### config.mk
export PLATFORM = sky130hd
export DESIGN_NAME = pe_conf_loader
export DESIGN_NICKNAME = d
export VERILOG_FILES = /design/src/rtl/pe_conf_loader.sv
export SDC_FILE = /design/constraint.sdc
export NUM_CORES = 1
export LEC_CHECK = 0
export ABC_AREA = 1
export CORE_AREA = 2 2 56 58
export DETAILED_ROUTE_END_ITERATION = 7
export DIE_AREA = 0 0 58 60
export DONT_BUFFER_PORTS = 1
export HOLD_SLACK_MARGIN = 0.06
export REMOVE_ABC_BUFFERS = 1
export SETUP_SLACK_MARGIN = 0.4
export SKIP_LAST_GASP = 1
export SLEW_MARGIN = 0
export SYNTH_ARGS = -nofsm -noshare
export SYNTH_HDL_FRONTEND = slang
export SYNTH_SLANG_ARGS = --single-unit
### constraint.sdc
create_clock -name clk -period 3.5 [get_ports clk]
set_input_delay 0.7 -clock clk [delete_from_list [all_inputs] [get_ports clk]]
set_output_delay 0.7 -clock clk [all_outputs]
set_load 0.1 [all_outputs]
### src/rtl/pe_conf_loader.sv
// Configuration loader for a daisy-chained row of processing elements.
// Serialises host words onto the PE weight chain, then the control chain.
module pe_conf_loader #(
    parameter int NPE   = 4,
    parameter int CL_IN = 4,
    parameter int CL1   = 2,
    parameter int M     = 4,
    parameter int KSZ   = 9,
    localparam int DW   = (M > 2*CL_IN+CL1) ? M : 2*CL_IN+CL1
) (
    input  logic             clk,
    input  logic             rst,
    input  logic             start,
    input  logic [1:0]       mode,
    input  logic [DW-1:0]    s_data,
    input  logic             s_valid,
    output logic             s_ready,
    output logic             w_conf,
    output logic [M-1:0]     w_out,
    output logic             cntl_conf,
    output logic [CL_IN-1:0] bp_ch_out,
    output logic [CL_IN-1:0] d_ch_out,
    output logic [CL1-1:0]   bp_src_out,
    output logic             busy,
    output logic             done
);

    localparam int NW  = KSZ * NPE;
    localparam int WCW = $clog2(NW);
    localparam int PCW = $clog2(NPE + 1);

    localparam logic [1:0] S_IDLE  = 2'd0;
    localparam logic [1:0] S_WLOAD = 2'd1;
    localparam logic [1:0] S_CLOAD = 2'd2;
    localparam logic [1:0] S_FIN   = 2'd3;

    localparam logic [WCW-1:0] W_LAST = WCW'(NW - 1);
    localparam logic [PCW-1:0] P_LAST = PCW'(NPE - 1);

    logic [1:0]       state_q, state_d;
    logic             then_cntl_q, then_cntl_d;
    logic [WCW-1:0]   wcnt_q, wcnt_d;
    logic [PCW-1:0]   pcnt_q, pcnt_d;
    logic             w_conf_q, w_conf_d;
    logic [M-1:0]     w_out_q, w_out_d;
    logic             cntl_conf_q, cntl_conf_d;
    logic [CL_IN-1:0] bp_ch_q, bp_ch_d;
    logic [CL_IN-1:0] d_ch_q, d_ch_d;
    logic [CL1-1:0]   bp_src_q, bp_src_d;
    logic             done_q, done_d;
    logic             xfer;

    assign s_ready = (state_q == S_WLOAD) || (state_q == S_CLOAD);
    assign xfer    = s_valid && s_ready;

    always_comb begin
        // NOTE: every next-state signal gets a default here so no path leaves one unassigned (no latches).
        state_d     = state_q;
        then_cntl_d = then_cntl_q;
        wcnt_d      = wcnt_q;
        pcnt_d      = pcnt_q;
        w_conf_d    = 1'b0;
        w_out_d     = w_out_q;
        cntl_conf_d = 1'b0;
        bp_ch_d     = bp_ch_q;
        d_ch_d      = d_ch_q;
        bp_src_d    = bp_src_q;
        done_d      = (state_q == S_FIN);

        case (state_q)
            S_IDLE: begin
                if (start) begin
                    wcnt_d      = '0;
                    pcnt_d      = '0;
                    then_cntl_d = mode[1];
                    if (mode[0])
                        state_d = S_WLOAD;
                    else if (mode[1])
                        state_d = S_CLOAD;
                end
            end
            S_WLOAD: begin
                if (xfer) begin
                    w_conf_d = 1'b1;
                    w_out_d  = s_data[M-1:0];
                    // Last weight leaves the counter parked rather than wrapping.
                    if (wcnt_q == W_LAST)
                        state_d = then_cntl_q ? S_CLOAD : S_FIN;
                    else
                        wcnt_d = wcnt_q + WCW'(1);
                end
            end
            S_CLOAD: begin
                if (xfer) begin
                    cntl_conf_d = 1'b1;
                    bp_ch_d     = s_data[CL_IN-1:0];
                    d_ch_d      = s_data[2*CL_IN-1:CL_IN];
                    bp_src_d    = s_data[2*CL_IN+CL1-1:2*CL_IN];
                    if (pcnt_q == P_LAST)
                        state_d = S_FIN;
                    else
                        pcnt_d = pcnt_q + PCW'(1);
                end
            end
            S_FIN:   state_d = S_IDLE;
            default: state_d = S_IDLE;
        endcase
    end

    always_ff @(posedge clk) begin
        // NOTE: state updates use non-blocking assignments so all registers sample the same pre-edge values.
        if (rst) begin
            state_q     <= S_IDLE;
            then_cntl_q <= 1'b0;
            wcnt_q      <= '0;
            pcnt_q      <= '0;
            w_conf_q    <= 1'b0;
            w_out_q     <= '0;
            cntl_conf_q <= 1'b0;
            bp_ch_q     <= '0;
            d_ch_q      <= '0;
            bp_src_q    <= '0;
            done_q      <= 1'b0;
        end else begin
            state_q     <= state_d;
            then_cntl_q <= then_cntl_d;
            wcnt_q      <= wcnt_d;
            pcnt_q      <= pcnt_d;
            w_conf_q    <= w_conf_d;
            w_out_q     <= w_out_d;
            cntl_conf_q <= cntl_conf_d;
            bp_ch_q     <= bp_ch_d;
            d_ch_q      <= d_ch_d;
            bp_src_q    <= bp_src_d;
            done_q      <= done_d;
        end
    end

    assign w_conf     = w_conf_q;
    assign w_out      = w_out_q;
    assign cntl_conf  = cntl_conf_q;
    assign bp_ch_out  = bp_ch_q;
    assign d_ch_out   = d_ch_q;
    assign bp_src_out = bp_src_q;
    assign busy       = (state_q != S_IDLE);
    assign done       = done_q;

endmodule
==> run_results.csv <==
group,metric,value,unit
timing,fin_crit,2.37,ns
floorplanning,core.rowCount,20,
drt,vias,1216,
power_and_ir_drop,p_total,1350,uW
timing,fin_skew,0.0141,ns
final_layout,multiInputGateArea,706,um^2
floorplanning,io_pins,35,
drt,wl_per_cell,12.4,um
final_layout,seq_area,581,um^2
drt,viasPerCell,5.26,
floorplanning,coreArea,2900,um^2
synthesis,ys_ff_latch,29,
clock_tree,clk_pin_slew_worst_paths,0.09,ns
power_and_ir_drop,intPower,657,uW
synthesis,netlist_area,1390,um^2
synthesis,synth-edff-count,0,
timing,rsz0062_at_grt,"false",
timing,hold_viol_final,0,
power_and_ir_drop,comb_power_share,35.0,%
synthesis,yosysTopAreaCellShare,41.7,%
clock_tree,cts_tree,"done",
drt,wl,2860,um
clock_tree,cts_sinks,29,
worst_setup_path,critical_path.max_fanout,4,
final_layout,fill_cells,298,
grt,grt_pass1_vias,1196,
synthesis,synthArstFlopShare,0,%
floorplanning,chipHeight,60,um
final_layout,nets,221,
synthesis,yosys.area_share.adder,6.29,%
synthesis,ys.flop_type,"dfxtp_1",
drt,drt_iter0_markers,29,
grt,antenna_found_initial,0,
power_and_ir_drop,p_sw_share,51.4,%
final_layout,n_antenna_cell,0,
synthesis,synth_compound_area_share,12.8,%
synthesis,synth_most_common_cell,"nor2_1",
synthesis,yosysSeqAreaShare,41.7,%
synthesis,synth_cell_type_count,25,
clock_tree,cts_root_buf,"clkbuf_4",
clock_tree,clk_latency,0.33,ns
synthesis,yosysWarnings,0,
hold_path,hold_class,"in -> reg",
timing,worstMarginPinSlew,0.976,ns
grt,overflow,0,
clock_tree,cts_buffers,5,
timing,relSlewSlack,34.8,%
clock_tree,cts-htree-levels,2,
timing,drv_slew,0,
worst_setup_path,required,2.80,ns
worst_setup_path,crit_arrival,1.67,ns
power_and_ir_drop,p_per_area,912,nW/um^2
power_and_ir_drop,peakVddDrop,0.000531,V
worst_setup_path,start_kind,"flip-flop",
timing,fin_tns_setup,0,ns
timing,setup_viol,0,
drt,remaining_drc_errors,0,
placement,dp_hpwl,2200,um
timing,fmaxAchievable,421,MHz
synthesis,synthMuxAreaShare,0,%
power_and_ir_drop,netSwitchingPower,695,uW
worst_setup_path,critical_path_class,"reg -> out",
final_layout,syn2layout_area_growth,6.56,%
synthesis,synth.area.top_cells,"dfxtp_1 42%, nor2_1 11%, nand2_1 9.2%",
final_layout,drive_gt1_share,8.59,%
placement,portBuffers,0,
drt,ant_nets,0,
placement,place_congestion,0.820,
grt,grt_pass1_wl,5060,um
synthesis,synth_simple_gate_area_share,31.7,%
synthesis,synth-xor-area-share,0,%
outcome,outcome,"finished clean",
clock_tree,cts_hold_buf,0,
synthesis,synth_top_family_by_area,"simple AND/OR/NAND/NOR gates",
grt,grt_max_degree,17,
clock_tree,cts_setup_buffers,0,
power_and_ir_drop,clkPwrFrac,19.2,%
power_and_ir_drop,p_leak,0.000628,uW
clock_tree,cts_resized,0,
synthesis,syn_area_per_cell,7.14,um^2
worst_setup_path,cp-end-kind,"output pin",
synthesis,yosys-top-cells-count,"39 x nor2_1, 34 x nand2_1, 29 x dfxtp_1",
grt,grtUsageTotal,19.3,%
synthesis,syn_inst,195,
floorplanning,die_w,58,um
run,drv_cap,0,
clock_tree,cts_buffer_depth,2,
drt,first_pass_iters,4,
timing,post-route-period-util,67.8,%
floorplanning,start_util,47.9,%
power_and_ir_drop,seq_power_share,45.8,%
floorplanning,die_area,3480,um^2
synthesis,post-synth-top-area-cell,"dfxtp_1",
-- area by class of cell --
class | instances | share of cell area [%]
flip-flops and latches | 29 | 39.2
well taps | 33 | 2.78
inverters | 22 | 5.57
clock inverters | 2 | 2.36
clock buffers | 5 | 2.53
multi-input cells | 140 | 47.6
-- stage by stage --
step	std cells	setup WS, ns	hold slack (ns)	cell area, um^2	utilization, %
after floorplan	191	1.43	0.444	1370	-
after global placement	224	1.35	0.465	1410	48.6
after detailed placement	224	1.26	0.468	1410	48.6
after CTS	231	1.10	0.414	1480	51.1
after global routing	231	1.02	0.408	1480	51.1
final	231	1.13	0.430	1480	51.1
-- power by group through the flow --
stage               clock, uW  sequential, uW  combinational (uW)
floorplan                   0             618                 412
global placement            0             625                 470
detailed placement          0             627                 478
CTS                       266             620                 478
global route              281             626                 539
finish                    260             619                 474
-- cells by family after synthesis --
logic type,count (synthesis)
buffers and inverters,26
AO/OA/AOI/OAI,33
flip-flops,29
AND/OR/NAND/NOR,100
adder cells (fa/ha/maj),7
-- metal layers --
layer  GRT usage (%)  vias up  part of all wire, %  wire length (um)
li1                -      631                    -                 -
met1            21.9      549                   43              1240
met2            32.5       27                   49              1390
met3            6.71        9                  5.5               156
met4            9.30        0                  2.5                71
met5               0        -                    0                 0
-- sequential cells by signal (all words and copies together) (netlist names) --
| signal | cells |
|---|---|
| wcnt_q | 6 |
| bp_ch_out | 4 |
| d_ch_out | 4 |
| w_out | 4 |
| pcnt_q | 3 |
| bp_src_out | 2 |
| state_q | 2 |
| cntl_conf | 1 |
| done | 1 |
| then_cntl_q | 1 |
| w_conf | 1 |
-- critical path: stages, from the launching register on --
cell and delay [ns]:
dfxtp_1 0.39, inv_1 0.08, ha_1 0.89
-- worst paths after layout --
check | startpoint | to | slack [ns] | cells after the start
hold reg to reg | then_cntl_q | then_cntl_q | 0.48 | 2
hold / removal | rst | w_out[0] | 0.43 | 1
setup reg to reg | state_q[1] | state_q[0] | 1.25 | 9
setup / recovery | state_q[1] | s_ready | 1.13 | 2
-- placed cells by master, fill, tap and decap left out --
cell,instances
nand3_1,16
inv_1,18
nand4_1,1
nor2_1,39
clkinv_2,1
nor2_4,1
nand2_1,34
inv_2,3
nand2_4,2
o21ai_1,3
nand3b_1,1
o21bai_1,1
bufinv_16,1
o211ai_1,1
nand2_2,2
clkinv_1,1
nor3_1,2
or2_1,1
a21oi_2,1
o21ai_0,15
dfxtp_1,29
a21oi_1,11
nand3_2,1
clkbuf_4,5
ha_1,7
o2111ai_1,1
No activity file was read; power rests on OpenSTA's default activity.
